$ cat config.mk
export PLATFORM = sky130hd
export DESIGN_NAME = ysyx_22050854_lsu
export DESIGN_NICKNAME = d
export VERILOG_FILES = /design/src/rtl/ysyx_22050854_lsu_pkg.sv /design/src/rtl/ysyx_22050854_load_ext.sv /design/src/rtl/ysyx_22050854_lsu.sv
export SDC_FILE = /design/constraint.sdc
export NUM_CORES = 1
export LEC_CHECK = 0
export BUFFER_PORTS_ARGS = -buffer_cell sky130_fd_sc_hd__buf_2
export CAP_MARGIN = 20
export CORE_MARGIN = 2
export CORE_UTILIZATION = 50
export CTS_BUF_LIST = sky130_fd_sc_hd__clkbuf_16
export DETAILED_ROUTE_END_ITERATION = 16
export PLACE_DENSITY = 0.81
export SLEW_MARGIN = 15
export SYNTH_ARGS = -nofsm -noshare
export SYNTH_HDL_FRONTEND = slang
export SYNTH_SLANG_ARGS = --single-unit
$ cat constraint.sdc
create_clock -name clk -period 2.58 [get_ports clk]
set_input_delay 0.387 -clock clk [delete_from_list [all_inputs] [get_ports clk]]
set_output_delay 0.387 -clock clk [all_outputs]
set_load 0.05 [all_outputs]
$ cat src/rtl/ysyx_22050854_lsu_pkg.sv
// rtl/ysyx_22050854_lsu_pkg.sv - shared MemOP encoding, FSM states and memory base for the LSU
package ysyx_22050854_lsu_pkg;

  localparam logic [63:0] MMIO_BASE = 64'h8000_0000;

  localparam logic [2:0] OP_B   = 3'b000;
  localparam logic [2:0] OP_H   = 3'b001;
  localparam logic [2:0] OP_W   = 3'b010;
  localparam logic [2:0] OP_D   = 3'b011;
  localparam logic [2:0] OP_BU  = 3'b100;
  localparam logic [2:0] OP_HU  = 3'b101;
  localparam logic [2:0] OP_WU  = 3'b110;
  localparam logic [2:0] OP_BAD = 3'b111;

  typedef enum logic [1:0] {
    S_IDLE,
    S_REQ,
    S_WAIT,
    S_DONE
  } lsu_state_e;

  // Unshifted byte strobes for an access size (MemOP[1:0]).
  function automatic logic [7:0] size_mask(input logic [1:0] sz);
    case (sz)
      2'b00:   return 8'h01;
      2'b01:   return 8'h03;
      2'b10:   return 8'h0F;
      default: return 8'hFF;
    endcase
  endfunction

endpackage

$ cat src/rtl/ysyx_22050854_load_ext.sv
// rtl/ysyx_22050854_load_ext.sv - shift aligned read data by byte offset and sign/zero extend per MemOP
module ysyx_22050854_load_ext
  import ysyx_22050854_lsu_pkg::*;
(
  input  logic [63:0] rdata,
  input  logic [2:0]  off,
  input  logic [2:0]  op,
  output logic [63:0] data
);

  logic [63:0] sh;

  // Bytes shifted past the top of the dword come in as zero before extension.
  always_comb begin
    sh   = rdata >> {off, 3'b000};
    data = sh;
    case (op)
      OP_B:    data = {{56{sh[7]}}, sh[7:0]};
      OP_BU:   data = {56'h0, sh[7:0]};
      OP_H:    data = {{48{sh[15]}}, sh[15:0]};
      OP_HU:   data = {48'h0, sh[15:0]};
      OP_W:    data = {{32{sh[31]}}, sh[31:0]};
      OP_WU:   data = {32'h0, sh[31:0]};
      default: data = sh;
    endcase
  end

endmodule

$ cat src/rtl/ysyx_22050854_lsu.sv
// rtl/ysyx_22050854_lsu.sv - multi-cycle load/store unit; YSYX_22050854_LSU_MISALIGN_CHK_EN enables alignment errors
module ysyx_22050854_lsu #(
  parameter int                ADDR_W    = 64,
  parameter logic [ADDR_W-1:0] MMIO_BASE = ysyx_22050854_lsu_pkg::MMIO_BASE
) (
  input  logic              clk,
  input  logic              rst,
  input  logic              lsu_valid,
  input  logic              MemRd,
  input  logic              MemWr,
  input  logic [2:0]        MemOP,
  input  logic [ADDR_W-1:0] addr,
  input  logic [63:0]       wdata,
  output logic              lsu_ready,
  output logic              resp_valid,
  output logic [63:0]       resp_rdata,
  output logic              resp_err,
  output logic              mem_req,
  output logic              mem_wen,
  output logic [ADDR_W-1:0] mem_addr,
  output logic [63:0]       mem_wdata,
  output logic [7:0]        mem_wmask,
  input  logic              mem_gnt,
  input  logic              mem_rvalid,
  input  logic [63:0]       mem_rdata
);
  import ysyx_22050854_lsu_pkg::*;

  lsu_state_e  state;
  logic [2:0]  off_q;
  logic [2:0]  op_q;
  logic        bad_req;
  logic        misalign;
  logic        below_base;
  logic [15:0] mask_wide;
  logic [63:0] ext_data;

  assign lsu_ready = (state == S_IDLE);

  always_comb begin
    bad_req = (MemRd & MemWr) | (MemOP == OP_BAD);
`ifdef YSYX_22050854_LSU_MISALIGN_CHK_EN
    case (MemOP[1:0])
      2'b01:   misalign = addr[0];
      2'b10:   misalign = |addr[1:0];
      2'b11:   misalign = |addr[2:0];
      default: misalign = 1'b0;
    endcase
`else
    misalign = 1'b0;
`endif
    below_base = (addr < MMIO_BASE);
    // Upper half discards strobes of a misaligned access that run past byte 7.
    mask_wide  = {8'h00, size_mask(MemOP[1:0])} << addr[2:0];
  end

  ysyx_22050854_load_ext u_load_ext (
    .rdata (mem_rdata),
    .off   (off_q),
    .op    (op_q),
    .data  (ext_data)
  );

  always_ff @(posedge clk or negedge rst) begin
    if (!rst) begin
      state      <= S_IDLE;
      off_q      <= 3'b000;
      op_q       <= 3'b000;
      mem_req    <= 1'b0;
      mem_wen    <= 1'b0;
      mem_addr   <= '0;
      mem_wdata  <= 64'h0;
      mem_wmask  <= 8'h00;
      resp_valid <= 1'b0;
      resp_rdata <= 64'h0;
      resp_err   <= 1'b0;
    end else begin
      resp_valid <= 1'b0;
      case (state)
        S_IDLE: begin
          if (lsu_valid & (MemRd | MemWr)) begin
            off_q      <= addr[2:0];
            op_q       <= MemOP;
            resp_rdata <= 64'h0;
            if (bad_req | misalign) begin
              resp_err   <= 1'b1;
              resp_valid <= 1'b1;
              state      <= S_DONE;
            end else if (below_base) begin
              resp_err   <= 1'b0;
              resp_valid <= 1'b1;
              state      <= S_DONE;
            end else begin
              resp_err  <= 1'b0;
              mem_req   <= 1'b1;
              mem_wen   <= MemWr;
              mem_addr  <= {addr[ADDR_W-1:3], 3'b000};
              mem_wdata <= wdata << {addr[2:0], 3'b000};
              mem_wmask <= MemWr ? mask_wide[7:0] : 8'h00;
              state     <= S_REQ;
            end
          end
        end
        S_REQ: begin
          if (mem_gnt) begin
            mem_req <= 1'b0;
            if (mem_wen) begin
              resp_valid <= 1'b1;
              state      <= S_DONE;
            end else begin
              state <= S_WAIT;
            end
          end
        end
        S_WAIT: begin
          if (mem_rvalid) begin
            resp_rdata <= ext_data;
            resp_valid <= 1'b1;
            state      <= S_DONE;
          end
        end
        S_DONE:  state <= S_IDLE;
        default: state <= S_IDLE;
      endcase
    end
  end

endmodule
## Word-level counts from Yosys, hierarchy flattened

Cells that the tools add are included.

- Bits of input ports: 202
- Register bits: 209
- Word-level logic and storage cells: 73
- Output and inout port bits: 205

- Muxes and demuxes: 26
- Reduce and logical (&&, ||, !) cells: 10
- Equality and inequality tests: 16
- Order comparisons: 1
- Bitwise gates (word level): 6
- Shifts and indexed selects: 3

Operators by type and width:

| cell | number |
|---|---|
| case mux 64 bit (6 select lines) | 1 |
| 2-to-1 mux 64 bit | 2 |
| case mux 64 bit (2 select lines) | 1 |
| less-than comparator 64 x 32 -> 1 bit, second input constant | 1 |
| << shifter 64 x 6 -> 64 bit | 1 |
| right shift 64 x 6 -> 64 bit | 1 |
| case mux 8 bit (3 select lines) | 1 |
| equality test 3 bit, second input constant | 4 |
| 2-to-1 mux 1 bit | 12 |
| 2-to-1 mux 2 bit | 5 |
| 2-to-1 mux 8 bit | 1 |
| != test 2 bit, second input constant | 4 |
| case mux 2 bit (4 select lines) | 1 |
| << shifter 8 x 3 -> 8 bit | 1 |
| equality test 2 bit, second input constant | 3 |
| AND reduction 3 bit | 2 |
| AND reduction 5 bit | 1 |
| equality test 2 x 1 -> 1 bit, second input constant | 2 |
| zero test 2 bit | 2 |
| AND reduction 4 bit | 1 |
| nonzero test 2 bit | 2 |
| equality test 3 x 1 -> 1 bit, second input constant | 1 |
| equality test 3 x 2 -> 1 bit, second input constant | 1 |
| zero test 3 bit | 1 |
| 7 further kinds | 10 |

## Depth between registers and ports, before layout

- Depth in word-level cells: 5
- Depth in mapped cells: 9

## Modules after synthesis

A second synthesis with hierarchy kept.

- Cell total of the unflattened synthesis: 1072
- Area, all modules: 12355.6 sq um

By module, submodules not included:

| module | area an instance (sq um) | times used | sequential area each (sq um) | cells each |
|---|---|---|---|---|
| ysyx_22050854_lsu | 10095.9 | 1 | 5230.0 | 795 |
| ysyx_22050854_load_ext | 2259.7 | 1 | 0.0 | 277 |

## Worst setup path before layout

OpenSTA, ideal clock, no wires.

- Kind: register to register
- From: register state[1]
- To: register mem_wdata[62]
- Cell stages (with the launch flop): 10
- Arrival: 2527 ps
- Path slack: -72 ps
- Period minus slack after synthesis: 2652 ps
- Data required time: 2455 ps
- Path through: dfrtp_1 > inv_1 > ha_1 > inv_1 > nor2_2 > nand2_1 > nor2_2 > buf_4 > buf_4 > mux2_2

- Word-level cells in the longest chain between the ends: 2

RTL lines:

| what | line | source |
|---|---|---|
| from (decl) | ysyx_22050854_lsu.sv:29 | `lsu_state_e state;` |
| from (signal assigned) | ysyx_22050854_lsu.sv:66 | `state <= S_IDLE;` |
| from (signal assigned) | ysyx_22050854_lsu.sv:88 | `state <= S_DONE;` |
| from (signal assigned) | ysyx_22050854_lsu.sv:92 | `state <= S_DONE;` |
| zero test 2 bit | -- |  |
| net lsu_ready | ysyx_22050854_lsu.sv:14 | `output logic lsu_ready,` |
| AND reduction 4 bit (no line) | -- |  |
| to (signal assigned) | ysyx_22050854_lsu.sv:98 | `mem_wdata <= wdata << {addr[2:0], 3'b000};` |
| to (decl) | ysyx_22050854_lsu.sv:21 | `output logic [63:0] mem_wdata,` |

The timed path passes the listed nets, and every way through them passes these cells.
A chain may end at the register's enable or synchronous reset.

## Worst setup path after layout

- From: register off_q[1]
- To: register resp_rdata[57]

- Word-level cells in the longest chain between the ends: 4

RTL lines:

| what | line | source |
|---|---|---|
| from (decl) | ysyx_22050854_lsu.sv:30 | `logic [2:0] off_q;` |
| from (signal assigned) | ysyx_22050854_lsu.sv:82 | `off_q <= addr[2:0];` |
| right shift 64 x 6 -> 64 bit | ysyx_22050854_load_ext.sv:15 | `sh = rdata >> {off, 3'b000};` |
| case mux 64 bit (6 select lines) | ysyx_22050854_load_ext.sv:17 | `case (op)` |
| 2-to-1 mux 64 bit | ysyx_22050854_lsu.sv:116 | `if (mem_rvalid) begin` |
| case mux 64 bit (2 select lines) | ysyx_22050854_lsu.sv:79 | `case (state)` |
| to (signal assigned) | ysyx_22050854_lsu.sv:117 | `resp_rdata <= ext_data;` |
| to (decl) | ysyx_22050854_lsu.sv:16 | `output logic [63:0] resp_rdata,` |

Every way passes these cells. The select of a mux whose other input is x is not followed.

==> flow_summary_export.csv <==
group,metric,value,unit
status,status,"finished, final reports clean",
power_and_ir_drop,switching_share,52.7,%
floorplan,initial_core_util,50.6,%
power_and_ir_drop,max-vdd-ir-drop,1040,µV
critical_path,cp-end-kind,"register",
power_and_ir_drop,power.clock.fraction,14.9,%
synth,synth-seq-area-share,44.3,%
power_and_ir_drop,p_leak,7.32,nW
power_and_ir_drop,p_int,10.2,mW
floorplan,die_h,158,µm
critical_path,cp-start-kind,"register",
synth,yosysTopAreaCell,"dfrtp_1",
cts,clk_latency,520,ps
placement,place.port_buffers,403,
sta,clock.fmax,0.430,GHz
cts,cts_tree,"done",
synth,async_reset_ff_share,100,%
cts,cts_root_buffer,"clkbuf_16",
global_routing,grt_pass1_vias,10400,
power_and_ir_drop,p_seq_share,27.0,%
drt,first_pass_iters,5,
global_routing,grt_pass1_wl,56.4,mm
sta,rsz0062_at_grt,"no",
sta,drv_slew,0,
floorplan,pin_count,407,
global_routing,grt_use_total,29.2,%
drt,avgRoutedWirePerCell,20.7,µm
floorplan,rows,56,
drt,route.detailed.drc,0,
cts,cts_setup_buffers,0,
finish,syn2layout_area_growth,26.5,%
cts,cts-buffers-inserted,24,
finish,drive_above_1_share,43.2,%
synth,synth_area_leaders,"dfrtp_1 (44%), mux2_2 (13%), mux2i_1 (9.9%)",
sta,maxSlewHeadroom,55.6,%
synth,syn_area,11800,µm²
synth,synth_top_area_share,44.3,%
power_and_ir_drop,combPwrFrac,58.1,%
critical_path,required,2990,ps
power_and_ir_drop,pwr_density_cell,1440,nW/µm²
drt,drtIter0Drc,806,
global_routing,grt_overflow,0,
sta,hold_viol,0,
drt,routed_wl,38.0,mm
floorplan,die_area,24900,µm²
sta,setup_viol,0,
drt,ant_nets,0,
sta,period_minus_slack,2330,ps
power_and_ir_drop,finalPower,21.5,mW
sta,tightest_slew,666,ps
hold_path,min_path_type,"in2reg",
critical_path,cp_data_arrival_time,2740,ps
global_routing,grt_start_max_net_pins,68,
synth,ys_warn_count,0,
sta,setup_tns,0,ps
sta,fin_skew,18.8,ps
synth,synth_ff_type,"dfrtp_1",
critical_path,path_class,"reg2reg",
cts,clk_pin_slew_worst_paths,60,ps
sta,fin_crit_sh,90.2,%
finish,nets,1698,
synth,avgSynthCellArea,10.5,µm²
cts,clock_sinks,209,
synth,synth_top_cells_by_count,"dfrtp_1 (209), nand2_1 (157), mux2_2 (139)",
job,cap_violations,0,
synth,syn_inst,1124,
floorplan,fp.dieW,158,µm
synth,yosysMostFrequentCell,"dfrtp_1",
cts,h-tree-depth,1,
finish,fillers,1877,
power_and_ir_drop,p_switching,11.3,mW
synth,yosys_register_bits,209,
synth,yosysUniqueCellTypes,54,
drt,dr_total_vias,10600,
critical_path,cp_max_fo,32,
cts,clockBufferDepth,3,
drt,vias_per_cell,5.76,
floorplan,core,23300,µm²
placement,place_hpwl,28.4,mm
synth,synth_enable_flop_cells,0,
global_routing,antenna_found_initial,3,
placement,place_congestion,0.977,
[routing by layer]
| layer | track usage (%) | up-vias | wire (µm) |
|---|---|---|---|
| li1 | - | 4783 | - |
| met1 | 35.3 | 5101 | 14300 |
| met2 | 49.5 | 566 | 18600 |
| met3 | 6.54 | 101 | 3300 |
| met4 | 13.8 | 0 | 1790 |
| met5 | 0 | - | 0 |
[what timing repair did]
item                                   in CTS  in global routing
gates resized for setup                     0                  0
endpoints found under the hold margin      63                  0
hold buffers                                1                  0
[cells by family after synthesis]
family,Yosys count,share of synthesized area [%]
DFF,209,44.3
and+or+nand+nor,271,9.94
AOI/OAI and AO/OA,236,12.8
adders and majority gates,4,0.424
buffers and inverters,122,4.60
other,1,0.0318
muxes,281,27.9
[final timing paths]
path	from	cells past startpoint	end	slack (ps)
max	off_q[1]$_DFFE_PN0P_	7	resp_rdata[57]$_DFFE_PN0P_	250
min	addr[12]	2	mem_addr[12]$_DFFE_PN0P_	110
max reg2reg	off_q[1]$_DFFE_PN0P_	7	resp_rdata[57]$_DFFE_PN0P_	250
min reg2reg	resp_rdata[51]$_DFFE_PN0P_	2	resp_rdata[51]$_DFFE_PN0P_	480
max in group asynchronous	rst	3	mem_wmask[5]$_DFFE_PN0P_	1420
min in group asynchronous	rst	2	resp_rdata[2]$_DFFE_PN0P_	450
[area by class of cell]
| type | count | area [µm²] | area share (%) |
|---|---|---|---|
| Clock inverter | 18 | 106 | 0.712 |
| Sequential cell | 209 | 5230 | 35.0 |
| Timing Repair Buffer | 433 | 2390 | 16.0 |
| Tap cell | 319 | 399 | 2.67 |
| Clock buffer | 25 | 626 | 4.19 |
| Inverter | 29 | 109 | 0.729 |
| Antenna cell | 5 | 12.5 | 0.0838 |
| Multi-Input combinational cell | 795 | 6050 | 40.5 |
[metrics by stage]
step / setup WS, ps / hold WS, ps / std cells / cell area [µm²] / utilization (%)
floorplan: 140 / 91.4 / 1126 / 11800 / -
global placement: 309 / 444 / 1784 / 14200 / 60.8
detailed placement: 292 / 440 / 1784 / 14200 / 60.8
CTS: 259 / 89.7 / 1828 / 14900 / 63.9
global route: 89.9 / 95.7 / 1832 / 14900 / 64.0
finish: 253 / 107 / 1833 / 14900 / 64.0
[flip-flops by register name, summed over array words and instances, names as in the netlist]
name / count
mem_addr: 61
mem_req: 1
mem_wdata: 64
mem_wen: 1
mem_wmask: 8
off_q: 3
op_q: 3
resp_err: 1
resp_rdata: 64
resp_valid: 1
state: 2
[layout by cell type, fill, tap and decap left out, types with 8 or more instances in the layout]
master / instances
a21oi_1: 38
a22oi_1: 15
and2_1: 13
buf_12: 11
buf_2: 401
buf_4: 19
clkbuf_16: 25
dfrtp_1: 207
inv_1: 33
mux2_2: 139
mux2i_1: 117
mux4_2: 25
nand2_1: 157
nor2_1: 55
nor2b_1: 8
o21ai_0: 96
o22ai_1: 18
o2bb2ai_1: 17
o32ai_1: 10
[critical path, stage by stage, from the launching register on]
cell and delay [ps]:
dfrtp_2 520, buf_4 230, nor3b_2 500, and2_1 230
o311a_1 160, nor2_2 30, buf_4 230, o31ai_1 300
[power by group through the flow]
stage	sequential, mW	clock, mW	combinational [mW]
after CTS	5.80	3.25	12.5
final	5.82	3.20	12.5
after global routing	5.98	3.40	13.1
after floorplan	10.8	0	4.17
after detailed placement	5.81	0	12.5
after global placement	5.76	0	12.3
Note: power is estimated with default switching activity, not from simulation.
